## src/rtl/mem_bus_arbiter_pkg.sv

```systemverilog
// Shared encodings for the memory bus arbiter: bus op codes, field widths,
// arbiter state encodings and error codes.
package mem_bus_arbiter_pkg;

  localparam int IOSTATEWIDTH = 2;
  localparam int ADDRWIDTH    = 16;
  localparam int WORDWIDTH    = 32;
  localparam int ERRWIDTH     = 2;

  localparam logic [IOSTATEWIDTH-1:0] IDEL = 2'b00;
  localparam logic [IOSTATEWIDTH-1:0] RD   = 2'b01;
  localparam logic [IOSTATEWIDTH-1:0] WT   = 2'b10;

  localparam logic [ERRWIDTH-1:0] ERR_NONE        = 2'd0;
  localparam logic [ERRWIDTH-1:0] ERR_BUS_TIMEOUT = 2'd1;

  typedef enum logic [1:0] {
    ARB_IDLE = 2'd0,
    ARB_BUSY = 2'd1,
    ARB_RESP = 2'd2
  } arb_state_e;

  // Only RD and WT are requests; IDEL and the spare encoding are ignored.
  function automatic logic is_request(input logic [IOSTATEWIDTH-1:0] op);
    return (op == RD) || (op == WT);
  endfunction

endpackage

```

## src/rtl/mem_bus_arbiter_rr_picker.sv

```systemverilog
// Combinational round-robin picker: first valid slot scanning from ptr upward,
// wrapping modulo NREQ. Returns the winner one-hot, its index and a hit flag.
module rr_picker #(
  parameter int NREQ = 4,
  parameter int PTRW = 2
) (
  input  logic [NREQ-1:0] valid,
  input  logic [PTRW-1:0] ptr,
  output logic [NREQ-1:0] win_onehot,
  output logic [PTRW-1:0] win_idx,
  output logic            win_any
);

  logic [PTRW-1:0] cand [NREQ];

  // cand[k] is the slot examined k places after ptr.
  for (genvar gi = 0; gi < NREQ; gi++) begin : g_cand
    assign cand[gi] = PTRW'((int'(ptr) + gi) % NREQ);
  end

  always_comb begin
    win_idx    = '0;
    win_any    = 1'b0;
    win_onehot = '0;
    // Scan from the far end so the closest valid slot to ptr is kept last.
    for (int k = NREQ - 1; k >= 0; k--) begin
      if (valid[cand[k]]) begin
        win_idx = cand[k];
        win_any = 1'b1;
      end
    end
    if (win_any) begin
      win_onehot[win_idx] = 1'b1;
    end
  end

endmodule

```

## src/rtl/mem_bus_arbiter.sv

```systemverilog
// Round-robin arbiter/sequencer sharing one memory port among NREQ caches.
// Define BUS_TIMEOUT_EN to abort transactions the memory never completes.
module mem_bus_arbiter
  import mem_bus_arbiter_pkg::*;
#(
  parameter int NREQ    = 4,
  parameter int PTRW    = 2,
  parameter int TIMEOUT = 64
) (
  input  logic                         clk,
  input  logic                         reset,
  input  logic [NREQ*IOSTATEWIDTH-1:0] req_rw,
  input  logic [NREQ*ADDRWIDTH-1:0]    req_addr,
  input  logic [NREQ*WORDWIDTH-1:0]    req_wdata,
  output logic [NREQ-1:0]              req_done,
  output logic [WORDWIDTH-1:0]         req_rdata,
  output logic [NREQ-1:0]              grant,
  output logic [IOSTATEWIDTH-1:0]      mem_rw,
  output logic [ADDRWIDTH-1:0]         mem_addr,
  output logic [WORDWIDTH-1:0]         mem_wdata,
  input  logic [WORDWIDTH-1:0]         mem_rdata,
  input  logic                         mem_done,
  output logic [ERRWIDTH-1:0]          err
);

  if (NREQ < 2 || NREQ > 8 || PTRW != $clog2(NREQ) || TIMEOUT < 1 || TIMEOUT > 255) begin : g_bad_cfg
    $error("mem_bus_arbiter: unsupported parameter combination");
  end

  arb_state_e              state_reg;
  logic [PTRW-1:0]         ptr_reg;
  logic [PTRW-1:0]         gidx_reg;
  logic [PTRW-1:0]         ptr_next;
  logic [NREQ-1:0]         req_valid;
  logic [NREQ-1:0]         win_onehot;
  logic [PTRW-1:0]         win_idx;
  logic                    win_any;
  logic                    timeout_hit;

  logic [IOSTATEWIDTH-1:0] slot_rw    [NREQ];
  logic [ADDRWIDTH-1:0]    slot_addr  [NREQ];
  logic [WORDWIDTH-1:0]    slot_wdata [NREQ];

  for (genvar gi = 0; gi < NREQ; gi++) begin : g_slot
    assign slot_rw[gi]    = req_rw[gi*IOSTATEWIDTH +: IOSTATEWIDTH];
    assign slot_addr[gi]  = req_addr[gi*ADDRWIDTH +: ADDRWIDTH];
    assign slot_wdata[gi] = req_wdata[gi*WORDWIDTH +: WORDWIDTH];
    assign req_valid[gi]  = is_request(slot_rw[gi]);
  end

  rr_picker #(
    .NREQ (NREQ),
    .PTRW (PTRW)
  ) u_picker (
    .valid      (req_valid),
    .ptr        (ptr_reg),
    .win_onehot (win_onehot),
    .win_idx    (win_idx),
    .win_any    (win_any)
  );

  assign ptr_next = (gidx_reg == PTRW'(NREQ - 1)) ? '0 : gidx_reg + 1'b1;

`ifdef BUS_TIMEOUT_EN
  logic [7:0]          cnt_reg;
  logic [ERRWIDTH-1:0] err_reg;
  // cnt_reg counts completed BUSY cycles; the TIMEOUT-th one aborts.
  assign timeout_hit = (cnt_reg == 8'(TIMEOUT - 1));
  assign err         = err_reg;
`else
  assign timeout_hit = 1'b0;
  assign err         = ERR_NONE;
`endif

  always_ff @(posedge clk or negedge reset) begin
    if (!reset) begin
      state_reg <= ARB_IDLE;
      ptr_reg   <= '0;
      gidx_reg  <= '0;
      grant     <= '0;
      req_done  <= '0;
      req_rdata <= '0;
      mem_rw    <= IDEL;
      mem_addr  <= '0;
      mem_wdata <= '0;
`ifdef BUS_TIMEOUT_EN
      cnt_reg   <= '0;
      err_reg   <= ERR_NONE;
`endif
    end else begin
      case (state_reg)
        ARB_IDLE: begin
          if (win_any) begin
            gidx_reg  <= win_idx;
            grant     <= win_onehot;
            mem_rw    <= slot_rw[win_idx];
            mem_addr  <= slot_addr[win_idx];
            mem_wdata <= slot_wdata[win_idx];
            state_reg <= ARB_BUSY;
`ifdef BUS_TIMEOUT_EN
            cnt_reg   <= '0;
`endif
          end
        end
        ARB_BUSY: begin
          // mem_done takes priority over a timeout landing on the same edge.
          if (mem_done || timeout_hit) begin
            if (mem_done) begin
              if (mem_rw == RD) begin
                req_rdata <= mem_rdata;
              end
            end else begin
              req_rdata <= '0;
`ifdef BUS_TIMEOUT_EN
              err_reg   <= ERR_BUS_TIMEOUT;
`endif
            end
            req_done  <= grant;
            grant     <= '0;
            mem_rw    <= IDEL;
            ptr_reg   <= ptr_next;
            state_reg <= ARB_RESP;
          end
`ifdef BUS_TIMEOUT_EN
          else begin
            cnt_reg <= cnt_reg + 8'd1;
          end
`endif
        end
        ARB_RESP: begin
          req_done  <= '0;
          state_reg <= ARB_IDLE;
        end
        default: begin
          state_reg <= ARB_IDLE;
        end
      endcase
    end
  end

endmodule

```

## config.mk

```make
export PLATFORM = sky130hd
export DESIGN_NAME = mem_bus_arbiter
export DESIGN_NICKNAME = d
export VERILOG_FILES = /design/src/rtl/mem_bus_arbiter_pkg.sv /design/src/rtl/mem_bus_arbiter_rr_picker.sv /design/src/rtl/mem_bus_arbiter.sv
export SDC_FILE = /design/constraint.sdc
export NUM_CORES = 1
export LEC_CHECK = 0
export CAP_MARGIN = 20
export CORE_MARGIN = 4
export CORE_UTILIZATION = 39
export CTS_CLUSTER_DIAMETER = 150
export CTS_CLUSTER_SIZE = 10
export DETAILED_ROUTE_END_ITERATION = 16
export PLACE_DENSITY = 0.78
export SLEW_MARGIN = 20
export SYNTH_ARGS = -nofsm -noshare
export SYNTH_HDL_FRONTEND = slang
export SYNTH_SLANG_ARGS = --single-unit
```

## constraint.sdc

```tcl
create_clock -name clk -period 3.04 [get_ports clk]
set_clock_uncertainty 0.2 [all_clocks]
set_input_delay 0.456 -clock clk [delete_from_list [all_inputs] [get_ports clk]]
set_output_delay 0.456 -clock clk [all_outputs]
set_load 0.1 [all_outputs]
```

Word level (Yosys, flattened, before mapping)
Index checks and enable logic that the tools add are counted. Widths: inputs -> output; s select.

Flip-flop bits (word level): 96. Input port bits: 235. Output and inout port bits: 92. Logic and storage cells: 88.

Add/sub/neg operators: 4. Magnitude comparators: 7. Equal/unequal tests: 14. Multiplexer cells: 39. Bitwise operators: 1. Reduce and logical (&&, ||, !) cells: 14.

Operator list (count): $bmux 32 s2 (1); $mux 32 (2); $bmux 16 s2 (1); $mux 16 (2); $mux 2 (11); $pmux 4 s2 (2); $lt 2x3->1 const B (5); $eq 2x1->1 const B (6); $eq 2x2->1 const B (6); $mux 4 (3); $mux 1 (9); $bmux 1 s2 (4); $pmux 2 s2 (2); $reduce_and 2->1 (4); $reduce_and 3->1 (2); $add 2x1->2 const B (2); $add 2x2->2 const B (2); $bmux 2 s2 (1); $logic_or 1x1->1 (4); $reduce_bool 2->1 (2); $ge 3x3->1 const B (1); $not 2->3 (1); $demux 1 s2 (1); $ge 2x1->1 const B (1); other kinds (4) (4).

Logic depth before layout (Yosys ltp)
Gate-level depths: netlist (run 1).

Depth in word-level cells: 14. Mapped depth: 8. Depth with buffers taken out: 5.

Hierarchy
Synthesis (run 1) repeated with hierarchy kept, for this count alone.

Cell total of the unflattened synthesis: 432. Area total of the unflattened synthesis: 5106.1 µm².

By module, submodules not included: mem_bus_arbiter (times used 1, cells each 403, area each 4923.5 µm², seq. area each 2402.3 µm²); rr_picker (times used 1, cells each 29, area each 182.7 µm², seq. area each 0.0 µm²).

Worst setup path after synthesis (run 1)
OpenSTA, ideal clock, no wires.

Kind: flip-flop to flip-flop. From: reg mem_rw[0]. To: reg req_rdata[0]. Setup time: 125 ps. Data arrival time: 1909 ps. Data required time: 2715 ps. Setup slack: 806 ps. Cell stages (with the launch flop): 4. Buffers on the path: 1. Clock period less this slack: 2234 ps. Path through: dfrtp_1 -> nor3b_2 -> buf_2 -> mux2_2.

Longest elaborated chain between the ends: 2.

RTL lines: start: declaration (RTL line mem_bus_arbiter.sv:18) `output logic [IOSTATEWIDTH-1:0] mem_rw,`; start signal: assignment (RTL line mem_bus_arbiter.sv:96) `mem_rw <= slot_rw[win_idx];`; $eq 2x1->1 (RTL line mem_bus_arbiter.sv:109) `if (mem_rw == RD) begin`; $reduce_and 3->1 (no line); end signal: assignment (RTL line mem_bus_arbiter.sv:110) `req_rdata <= mem_rdata;`; end: declaration (RTL line mem_bus_arbiter.sv:16) `output logic [WORDWIDTH-1:0] req_rdata,`.

No other way between the ends. A chain may end at the register's enable or synchronous reset.

Worst setup path in the final report (run 1)
From: in req_rw[6]. To: reg mem_wdata[30].

Longest elaborated chain between the ends: 12. Elaborated cells on any way between the ends: 24. Those cells by class: 2 x eq/ne; 19 x mux; 1 x bitwise; 2 x reduce/logical.

RTL lines: start: declaration (RTL line mem_bus_arbiter.sv:12) `input logic [NREQ*IOSTATEWIDTH-1:0] req_rw,`; $eq 2x1->1 / $eq 2x2->1 (equally long branches) (RTL line mem_bus_arbiter_pkg.sv:25) `return (op == RD) || (op == WT);`; $logic_or 1x1->1 * (RTL line mem_bus_arbiter_pkg.sv:25); $bmux 1 s2 (RTL line mem_bus_arbiter_rr_picker.sv:27) `if (valid[cand[k]]) begin`; $mux 1 (implied by the code) (RTL line mem_bus_arbiter_rr_picker.sv:27); $mux 2 (4 in a row) (RTL line mem_bus_arbiter_rr_picker.sv:27); $not 2->3 (implied by the code) (RTL line mem_bus_arbiter.sv:98) `mem_wdata <= slot_wdata[win_idx];`; $bmux 32 s2 (RTL line mem_bus_arbiter.sv:98); $mux 32 (implied by the code) (2 in a row) (RTL line mem_bus_arbiter.sv:98); end signal: assignment (RTL line mem_bus_arbiter.sv:98); end: declaration (RTL line mem_bus_arbiter.sv:20) `output logic [WORDWIDTH-1:0] mem_wdata,`.

Mark *: on every way between the ends. The rest lies on a longest branch, timed or not. The select of a mux whose other input is x is not followed.

==> results of run 1 <==
layer usage:
layer / vias to the layer above / global-route usage (%) / part of all wire [%] / wire, um
li1: 2845 / - / - / -
met2: 336 / 40.83 / 50 / 10790
met3: 42 / 4.309 / 7.7 / 1640
met5: - / 0 / 0 / 0
met4: 0 / 8.772 / 2.8 / 591
met1: 2958 / 29.43 / 39 / 8346
repair_timing:
item / CTS / global route
buffers inserted: 0 / 0
hold endpoints to repair: 45 / 0
hold buffers: 1 / 0
stage by stage:
step / TNS [ps] / worst slack (ps) / instances / util [%]
3_5_place_dp: -3946 / -200.9 / 1066 / 62.78
5_1_grt: 0 / 67.30 / 1084 / 64.98
3_3_place_gp: -2719 / -119.2 / 1066 / 62.78
6_report: 0 / 247.7 / 1084 / 64.98
2_1_floorplan: 0 / 806.0 / 592 / -
4_1_cts: 0 / 173.7 / 1083 / 64.93
cells in the final DEF (no fill, tap or decap), drive strengths merged, types with 3 or more instances in the layout:
cell,instances
clkdlybuf4s50,233
buf,121
dfrtp,96
nand2,45
nand3,37
inv,36
nor2,35
mux2,32
and4b,32
o221a,32
o21ai,28
mux2i,25
a211oi,25
a2111oi,24
o31ai,19
a21oi,10
clkbuf,10
a221oi,9
o22ai,8
a22o,4
nand2b,4
xor2,4
xnor2,3
a21o,3
worst max-delay path by stage:
stage	endpoint	slack (ps)	from
6_report	mem_wdata[30]	250	req_rw[6]
4_1_cts	mem_wdata[5]	170	req_rw[4]
3_5_place_dp	mem_wdata[5]	-200	req_rw[4]
2_1_floorplan	req_rdata[0]	810	mem_rw[0]
5_1_grt	mem_wdata[10]	70	req_rw[6]
3_3_place_gp	mem_addr[0]	-120	req_rw[4]
cell type report:
| class | instances | share of cell area (%) |
|---|---|---|
| diodes | 1 | 0.02630 |
| clock buffers | 10 | 2.512 |
| clock inverters | 6 | 0.6838 |
| inverters | 34 | 1.341 |
| multi-input cells | 398 | 32.56 |
| flip-flops and latches | 96 | 25.25 |
| well taps | 184 | 2.419 |
| repair buffers | 355 | 35.21 |
cells by family (layout without fill, tap and decap cells):
logic type,Yosys count,after routing,share of synthesized area (%)
buffers and inverters,98,405,7.261
xor gates and xnor gates,7,7,1.299
other,1,3,0.06382
DFF,96,96,40.89
and+or+nand+nor,160,160,15.06
adders and majority gates,1,1,0.2129
AOI/OAI and AO/OA,171,171,24.83
muxes,57,57,10.39
synthesized netlist by cell type (all sizes together), types with 4 or more instances:
cell type / number
dfrtp: 96
nand2: 45
nand3: 37
clkbuf: 36
nor2: 35
inv: 34
and4b: 32
mux2: 32
o221a: 32
buf: 28
o21ai: 28
a211oi: 25
mux2i: 25
a2111oi: 24
o31ai: 19
a21oi: 10
a221oi: 9
o22ai: 8
a22o: 4
nand2b: 4
xor2: 4
worst min-delay path, stage by stage (launching register included):
cell and delay, ps:
sky130_fd_sc_hd__dfrtp_1 340, sky130_fd_sc_hd__nand2_1 60, sky130_fd_sc_hd__o31ai_1 50
power by group through the flow:
stage | sequential, mW | clock [mW] | combinational (mW)
6_report | 2.36 | 1.17 | 8.94
5_1_grt | 2.44 | 1.25 | 9.33
4_1_cts | 2.36 | 1.20 | 8.97
3_5_place_dp | 2.37 | 0 | 8.96
3_3_place_gp | 2.34 | 0 | 8.83
2_1_floorplan | 6.53 | 0 | 2.49
==> impl_summary.log, run 1 <==
INFO  metric reg_top3 = mem_wdata: 32 flops, req_rdata: 32 flops, mem_addr: 16 flops
INFO  metric hold_violations = 0
INFO  metric cp_data_required_time = between 3000 and 4000 ps
INFO  metric holdCritStartpoint = mem_wdata[24]
INFO  metric setup_repair_after_global_routing_missed_its_margin = no
INFO  metric hold_ws = about 280 ps
INFO  metric synthFlopType = sky130_fd_sc_hd__dfrtp_1
INFO  metric gpl.final_weighted_congestion = about 0.9
INFO  metric clock.fmax = between 300 and 400 MHz
INFO  metric cp_slowest_stage_delay = between 600 and 700 ps
INFO  metric worst_setup_path_start_kind = input port
INFO  metric r2r-start = ptr_reg[1]
INFO  metric final-seq-area = 0.002402 mm^2
INFO  metric slowest_cp_cell = sky130_fd_sc_hd__clkdlybuf4s50_1
INFO  metric critical_path.reg2reg.endpoint = mem_wdata[30]
INFO  metric post-route-min-period = roughly 2800 ps
INFO  metric worst_slew_margin = between 50% and 60%
INFO  metric number_of_antenna_violations_at_the_first_check_in_global_routing = 1
INFO  metric power.clock.fraction = under 10%
INFO  metric clockBufferDepth = 2
INFO  metric critical-path-top-cell-by-count = sky130_fd_sc_hd__buf_4
INFO  metric setup_viol = 0
INFO  metric worst-setup-path-type = input port to flop
INFO  metric syn_avg_cell_area = between 9 and 10 um^2
INFO  metric crit_arrival = 2780 ps
INFO  metric num_io_pins = 327
INFO  metric synth-edff-count = 0
INFO  metric fp.dieH = 130.7 um
INFO  metric vias_per_cell = between 5 and 6
INFO  metric core_area = 0.01464 mm^2
INFO  metric post_cts_resize_count = 0
INFO  metric ys_async_sr_fraction = 100.0%
INFO  metric worst_reg_to_reg_path_cell_count = 6
INFO  metric die-area = approximately 0.017 mm^2
INFO  metric synth_cell_types = just under 50
INFO  metric status = finished, final reports clean
INFO  metric detail_route.iter0.violations = 453
INFO  metric crit_fanout = 16
INFO  metric worst_ir_drop_on_vdd = between 0.6 and 0.7 mV
INFO  metric grt.overflow.total = 0
INFO  metric area_occupied_by_multi_input_gates = just over 0.003 mm^2
INFO  metric worst-slew-pin-transition = 657.1 ps
INFO  metric die_width = around 130 um
INFO  metric area_delta_synth_final = 61.95%
INFO  metric cap_viol_max_count = 0
INFO  metric final_layout_size_suffix_gt1_share = between 20 and 30%
INFO  metric hold_path_depth = 2
INFO  metric synth_area_leaders = sky130_fd_sc_hd__dfrtp_1 (41%), sky130_fd_sc_hd__mux2_2 (6.1%), sky130_fd_sc_hd__o221a_2 (6.1%)
INFO  metric syn_warnings = 0
INFO  metric netSwitchingFraction = between 50% and 60%
INFO  metric clock-root-buffer = sky130_fd_sc_hd__clkbuf_16
INFO  metric synth.cell_area = 0.005876 mm^2
INFO  metric cellInternalPower = roughly 5.0 mW
INFO  metric seqPwrFrac = between 10% and 20%
INFO  metric remaining_drc_errors = 0
INFO  metric cts_tree = done
INFO  metric clkSinkCount = 96
INFO  metric grtUsageTotal = approximately a quarter
INFO  metric grt_max_degree = 55
INFO  metric hold_class = flop to flop
INFO  metric io_buffer_count = 324
INFO  metric first_pass_grt_wire_length = 31920 um
INFO  metric finalNetCount = about 1100
INFO  metric synth_seq_area_share = 40.89%
INFO  metric starting_density_of_the_core = between 40% and 50%
INFO  metric cp_cell_sequence = clkdlybuf4s50_1 -> xnor2_1 -> buf_4 -> a221oi_4 -> buf_4 -> and4b_1 -> a2111oi_0 -> a211oi_1
INFO  metric worst_skew_pair.late_latency = 340 ps
INFO  metric nFillCells = approximately 1200
INFO  metric fp-row-count = 44
INFO  metric wire_per_inst = 19.71 um
INFO  metric syn_inst = slightly below 600
INFO  metric final_cell_area = roughly 0.0095 mm^2
INFO  metric timing.reg2reg.setup_slack = just under 600 ps
INFO  metric drt.antenna.violating_nets = 0
INFO  metric power.total = about 12 mW
INFO  metric first_pass_iters = 7
INFO  metric vias = 6181
INFO  metric crit_cells = 8
INFO  metric number_of_register_bits_inferred_by_synthesis = 96
INFO  metric dp.final_hpwl = roughly 16000 um
INFO  metric cp_num_buf_inv = 3
INFO  metric grt_pass1_vias = a little over 6000
INFO  metric clkTransAtPathRegs = 70 ps
INFO  metric power_switching = 7.435 mW
INFO  metric final_min_period_over_clock_period = around nine tenths
INFO  metric synthDominantAreaCellType = sky130_fd_sc_hd__dfrtp_1
INFO  metric power_density = roughly 1300 mW/mm^2
INFO  metric end_kind = flop
INFO  metric power_frac_comb = a little under three quarters
INFO  metric min_delay_worst_endpoint = mem_wdata[24]
INFO  metric synth_largest_type_area_fraction = ~41%
INFO  metric critical-path-top-delay-family = buffers and inverters
INFO  metric maxSlewViolCount = 0
INFO  metric cellLeakagePower = slightly above 4 nW
INFO  metric htreeDepth = 3
INFO  metric cts_made_buffers = 9
INFO  metric dpl-instance-area = between 0.009 and 0.01 mm^2
INFO  metric routed_wl = 21370 um
(Power assumes the default switching activity.)
==> run 2: changes to the inputs <==
- CORE_UTILIZATION: 39 -> 36
- PLACE_DENSITY: 0.78 -> 0.89
- clock period: 3.04 -> 2.55 ns (I/O delays scaled with it)
==> run 2 against run 1 <==
Die area up 7.8%. Wire length up 1.3%. Worst setup slack worse by 170 ps. Sequential share of layout area down 1.1 points. Sequential power up 18%. Sequential cell count unchanged. Total power up 24%. Non-clock buffer count up 24. Core utilization down 2.6 points. Via count up 0.89%. Final cell count up 5.1%. Global-route usage down 1.1 points. Critical path type unchanged. Largest cell class unchanged. Largest power group unchanged.
==> impl_summary.log, run 2 (synthesis results as in run 1) <==
INFO  metric status = finished, final reports clean
INFO  metric core_area = 0.01594 mm^2 (+8.9%)
INFO  metric area_delta_synth_final = 69.23%
INFO  metric remaining_drc_errors = 0 (unchanged)
INFO  metric vias = 6236 (+0.89%)
INFO  metric finalNetCount = 1154 (+2.1%)
INFO  metric final_min_period_over_clock_period = 97.07%
INFO  metric clkSinkCount = 96 (unchanged)
INFO  metric clock.fmax = ~400 MHz
INFO  metric final_cells = 1139 (+5.1%)
INFO  metric cts_tree = done
INFO  metric vias_per_cell = 5.475 (-4.0%)
INFO  metric hold_ws = 282.3 ps (-1.559 ps)
INFO  metric post-route-worst-setup-slack = 74.65 ps (-173.1 ps)
INFO  metric post_place_worst_slack = -395.5 ps (-194.6 ps)
INFO  metric post-place-cells = 1120 (+5.1%)
INFO  metric hold_violations = 0 (unchanged)
INFO  metric cap_viol_max_count = 0 (unchanged)
INFO  metric wire_per_inst = 19.01 um (-3.5%)
INFO  metric starting_density_of_the_core = 36.85% (-3.3 points)
INFO  metric first_pass_iters = 5 (-2)
INFO  metric htreeDepth = 3 (unchanged)
INFO  metric grt.overflow.total = 0 (unchanged)
INFO  metric hold_class = flop to flop
INFO  metric fp-row-count = 46 (+4.5%)
INFO  metric power_density = 1558 mW/mm^2 (+19%)
INFO  metric crit_arrival = 2530 ps (-250 ps)
INFO  metric worst_ir_drop_on_vdd = 1.043 mV (+59%)
INFO  metric maxSlewViolCount = 0 (unchanged)
INFO  metric reg_top3 = mem_wdata: 32 flops, req_rdata: 32 flops, mem_addr: 16 flops
INFO  metric die_width = 135.8 um (+3.8%)
INFO  metric clkTransAtPathRegs = 70 ps (about the same)
INFO  metric first_pass_grt_wire_length = 32860 um (+2.9%)
INFO  metric worst-setup-path-type = input port to flop
INFO  metric end_kind = flop
INFO  metric worst-slew-pin-transition = 529.1 ps (-127.9 ps)
INFO  metric cp_data_required_time = 2600 ps (-430 ps)
INFO  metric worst_setup_path_start_kind = input port
INFO  metric grtUsageTotal = 22.51% (-1.1 points)
INFO  metric layout.cells.most_common_list = sky130_fd_sc_hd__clkdlybuf4s50_1 (233), sky130_fd_sc_hd__buf_4 (127), sky130_fd_sc_hd__dfrtp_1 (96), sky130_fd_sc_hd__nand2_1 (44), sky130_fd_sc_hd__nand3_1 (37)
INFO  metric finalCoreUtilization = 62.37% (-2.6 points)
INFO  metric fp.dieH = 135.8 um (+3.8%)
INFO  metric worst_skew_pair.late_latency = 340 ps (about the same)
INFO  metric gpl.final_weighted_congestion = 0.8634 (-2.0%)
INFO  metric grt_pass1_vias = 6179 (+0.67%)
INFO  metric detail_route.iter0.violations = 499 (+10%)
INFO  metric setup_viol = 0 (unchanged)
INFO  metric crit_fanout = 10 (-6)
INFO  metric final_layout_size_suffix_gt1_share = 27.63% (+2.5 points)
INFO  metric dp.final_hpwl = 16510 um (+1.7%)
INFO  metric clockBufferDepth = 2 (unchanged)
INFO  metric cellLeakagePower = 4.310 nW (+4.8%)
INFO  metric routed_wl = 21650 um (+1.3%)
INFO  metric grt_max_degree = 45 (-18%)
INFO  metric worst_slew_margin = 64.72% (+8.6 points)
INFO  metric drt.antenna.violating_nets = 0 (unchanged)
INFO  metric n_antenna_cell = 0 (-1)
INFO  metric setup_repair_after_global_routing_missed_its_margin = no
INFO  metric io_buffer_count = 324 (unchanged)
INFO  metric final_common_cell = sky130_fd_sc_hd__clkdlybuf4s50_1
INFO  metric clock-root-buffer = sky130_fd_sc_hd__clkbuf_16
INFO  metric number_of_antenna_violations_at_the_first_check_in_global_routing = 0 (-1)
INFO  metric cts_made_buffers = 9 (unchanged)
INFO  metric post-route-min-period = about 2500 ps
INFO  metric die-area = 0.01843 mm^2 (+7.8%)
INFO  metric num_io_pins = 327 (unchanged)
[run 2: cell count changes in the layout (fill, tap and decap cells not counted), sizes merged]
cell | previous run | this run
diode | 1 | 0
buf | 121 | 145
clkinv | 2 | 0
bufinv | 1 | 4
clkinvlp | 1 | 0
[run 2: through the flow]
stage | instance area (um^2) | power, mW | TNS, ps
after detailed placement | 9499 | 13.78 | -15640
final | 9943 | 15.49 | 0
after floorplan | 5879 | 10.76 | 0
after CTS | 9883 | 15.51 | 0
after global placement | 9499 | 13.59 | -12640
after global routing | 9943 | 16.17 | 0
[run 2: where the power goes]
group | total, mW | switching [mW] | leakage [nW] | internal (mW)
clock | 1.69 | 0.619 | 0.178 | 1.07
combinational | 11.0 | 7.83 | 2.99 | 3.19
sequential | 2.79 | 0.493 | 1.14 | 2.30
[run 2: path summary, 6_finish.rpt]
kind                                  to   startpoint  slack (ps)  depth (start not counted)
max                         mem_wdata[6]    req_rw[7]          70                          8
min                          mem_addr[4]  mem_addr[4]         280                          2
max reg2reg                 mem_wdata[8]   ptr_reg[0]         270                          6
min reg2reg                  mem_addr[4]  mem_addr[4]         280                          2
max in group asynchronous  mem_wdata[11]        reset        1130                          3
min in group asynchronous  mem_wdata[24]        reset         370                          2
[run 2: layout make-up]
class                   instances  area (um^2)
clock buffers                  10        229.0
clock inverters                 6        137.6
fillers                      1312         6000
inverters                      34        127.6
multi-input cells             398         3138
flip-flops and latches         96         2402
well taps                     216        270.3
repair buffers                379         3638
[run 2: what timing repair did]
action,CTS,global route
resized for setup,1,14
hold buffers,1,0
endpoints found under the setup margin,2,43
endpoints found under the hold margin,36,0
buffers inserted,0,2
pin swaps,1,1
[run 2: per-layer routing]
layer  part of all wire (%)  track usage, %  up-vias
met3                    7.7           4.829       43
met1                     39           28.11     2999
met2                     50           38.41      311
met4                    2.8           8.119        0
met5                      0               0        -
li1                       -               -     2883
[run 2: worst max-delay path, stage by stage]
cell	delay [ps]
sky130_fd_sc_hd__clkdlybuf4s50_1	570
sky130_fd_sc_hd__buf_4	150
sky130_fd_sc_hd__xor2_2	250
sky130_fd_sc_hd__o21ai_1	190
sky130_fd_sc_hd__a211o_1	390
sky130_fd_sc_hd__buf_4	200
sky130_fd_sc_hd__o221a_2	140
sky130_fd_sc_hd__o31ai_1	240
==> run 3: changes to the inputs <==
- PLACE_DENSITY: 0.89 -> not set
- PLACE_DENSITY_LB_ADDON: not set -> 0.3
==> run 3 against run 2 <==
Critical path depth stayed put. Wire length down 3.2%. Worst setup slack worse by 35 ps. Final cell count up 0.35%. Via count decreased by 2.7%.
==> impl_summary.log, run 3 (synthesis results as in run 1) <==
INFO  metric final_common_cell = sky130_fd_sc_hd__clkdlybuf4s50_1
INFO  metric clock.fmax = 398.3 MHz (-1.4%)
INFO  metric setup_viol = 0 (unchanged)
INFO  metric slowest_cp_cell = sky130_fd_sc_hd__clkdlybuf4s50_1
INFO  metric first_pass_grt_wire_length = 31730 um (-3.4%)
INFO  metric critical-path-top-delay-family = compound AO/OA/AOI/OAI gates
INFO  metric cts_made_buffers = 9 (unchanged)
INFO  metric route.met2.wl = 10310 um (-5.0%)
INFO  metric num_io_pins = 327 (unchanged)
INFO  metric cp_data_required_time = 2560 ps (-40 ps)
INFO  metric die_width = 135.8 um (unchanged)
INFO  metric final_min_period_over_clock_period = 98.46% (+1.4 points)
INFO  metric wire_per_inst = 18.34 um (-3.5%)
INFO  metric die-area = 0.01843 mm^2 (unchanged)
INFO  metric crit_fanout = 17 (+7)
INFO  metric vias = 6066 (-2.7%)
INFO  metric routed_wl = 20970 um (-3.2%)
INFO  metric power_density = 1532 mW/mm^2 (-1.7%)
INFO  metric cellLeakagePower = 4.326 nW (+0.38%)
INFO  metric reg_top3 = mem_wdata: 32 flops, req_rdata: 32 flops, mem_addr: 16 flops
INFO  metric htreeDepth = 3 (unchanged)
INFO  metric cp_slowest_stage_delay = 470 ps (-100 ps)
INFO  metric final_layout_size_suffix_gt1_share = 27.62% (about the same)
INFO  metric clock-root-buffer = sky130_fd_sc_hd__clkbuf_16
INFO  metric gpl.final_weighted_congestion = 0.8264 (-4.3%)
INFO  metric clkTransAtPathRegs = 70 ps (about the same)
INFO  metric io_buffer_count = 324 (unchanged)
INFO  metric vias_per_cell = 5.307 (-3.1%)
INFO  metric area_delta_synth_final = 69.17% (about the same)
INFO  metric worst-setup-path-type = input port to flop
INFO  metric fp.dieH = 135.8 um (unchanged)
INFO  metric starting_density_of_the_core = 36.85% (unchanged)
INFO  metric cap_viol_max_count = 0 (unchanged)
INFO  metric timing.reg2reg.setup_slack = 180 ps (-90 ps)
INFO  metric met1Wirelength = 8110 um (-4.9%)
INFO  metric top_layer_used = met5
INFO  metric worst_setup_path_start_kind = input port
INFO  metric post-route-min-period = 2511 ps (+35.39 ps)
INFO  metric final.setup.tns = 0 ps (unchanged)
INFO  metric fp-row-count = 46 (unchanged)
INFO  metric remaining_drc_errors = 0 (unchanged)
INFO  metric first_pass_iters = 5 (unchanged)
INFO  metric status = finished, final reports clean
INFO  metric cp_cell_sequence = clkdlybuf4s50_1 -> xnor2_2 -> a221oi_4 -> buf_4 -> clkbuf_16 -> and4b_1 -> a2111oi_0 -> a211oi_1
INFO  metric grt_max_degree = 52 (+16%)
INFO  metric detailroute.wirelength.met3 = 2024 um (+21%)
INFO  metric hold_violations = 0 (unchanged)
INFO  metric cts_tree = done
INFO  metric worst_ir_drop_on_vdd = 1.070 mV (+2.6%)
INFO  metric number_of_antenna_violations_at_the_first_check_in_global_routing = 2 (+2)
INFO  metric crit_arrival = 2520 ps (about the same)
INFO  metric drt.antenna.violating_nets = 0 (unchanged)
INFO  metric detail_route.iter0.violations = 317 (-36%)
INFO  metric grtUsageTotal = 21.80% (-0.72 points)
INFO  metric cp_num_buf_inv = 3 (unchanged)
INFO  metric finalNetCount = 1158 (+0.35%)
INFO  metric layout.cells.most_common_list = sky130_fd_sc_hd__clkdlybuf4s50_1 (232), sky130_fd_sc_hd__buf_4 (130), sky130_fd_sc_hd__dfrtp_1 (96), sky130_fd_sc_hd__nand2_1 (44), sky130_fd_sc_hd__nand3_1 (37)
INFO  metric n_antenna_cell = 0 (unchanged)
INFO  metric grt.overflow.total = 0 (unchanged)
INFO  metric clockBufferDepth = 2 (unchanged)
INFO  metric end_kind = flop
INFO  metric worst_skew_pair.late_latency = 350 ps (about the same)
INFO  metric grt_pass1_vias = 6012 (-2.7%)
INFO  metric core_area = 0.01594 mm^2 (unchanged)
INFO  metric dp.final_hpwl = 15940 um (-3.5%)
INFO  metric maxSlewViolCount = 0 (unchanged)
INFO  metric hold_class = input port to async pin
INFO  metric power.total = 15.23 mW (-1.7%)
INFO  metric clkSinkCount = 96 (unchanged)
-- run 3: power by group --
part	total (mW)	switching [mW]	internal [mW]
combinational	11.0	7.76	3.22
sequential	2.76	0.464	2.30
clock	1.49	0.622	0.866
-- run 3: metal layers --
layer / GRT usage (%) / vias up
met5: 0 / -
met2: 37.53 / 265
met1: 25.55 / 2852
li1: - / 2908
met4: 7.615 / 4
met3: 7.021 / 37
-- run 3: repair_timing --
item | CTS | global route
gates resized for setup | 0 | 6
endpoints found under the setup margin | 0 | 37
endpoints found under the hold margin | 17 | 0
buffers inserted | 0 | 1
hold buffers | 1 | 0
-- run 3: worst register-to-register path: stages (launching register included) --
cell	delay, ps
sky130_fd_sc_hd__dfrtp_1	450
sky130_fd_sc_hd__nand2b_1	180
sky130_fd_sc_hd__a221oi_4	340
sky130_fd_sc_hd__buf_4	190
sky130_fd_sc_hd__clkbuf_16	160
sky130_fd_sc_hd__and4b_1	190
sky130_fd_sc_hd__a2111oi_0	420
sky130_fd_sc_hd__a211oi_1	100
-- run 3: through the flow --
step / utilization (%) / hold WS, ps / setup slack [ps] / instance area, um^2 / instances
after global placement: 59.93 / 77.84 / -250.6 / 9554 / 1124
after CTS: 61.99 / 242.8 / 14.41 / 9883 / 1141
after global routing: 62.34 / 270.6 / -3.321 / 9940 / 1143
final: 62.34 / 264.0 / 39.26 / 9940 / 1143
after floorplan: - / -113.1 / 316.0 / 5879 / 592
after detailed placement: 59.93 / 72.84 / -332.0 / 9554 / 1124
-- run 3: cell type report --
class                   count  area, um^2
well taps                 216       270.3
multi-input cells         398        3114
repair buffers            383        3706
inverters                  34       127.6
flip-flops and latches     96        2402
clock buffers              10       229.0
clock inverters             6       90.09
fillers                  1347        6003
-- run 3: final timing paths --
check	startpoint	to	cells after the start
setup / recovery	req_rw[4]	mem_wdata[7]	8
hold / removal	reset	req_rdata[28]	2
setup reg to reg	ptr_reg[0]	mem_wdata[7]	7
hold reg to reg	mem_wdata[12]	mem_wdata[12]	2
max in group asynchronous	reset	mem_wdata[11]	3
min in group clk	mem_wdata[12]	mem_wdata[12]	2
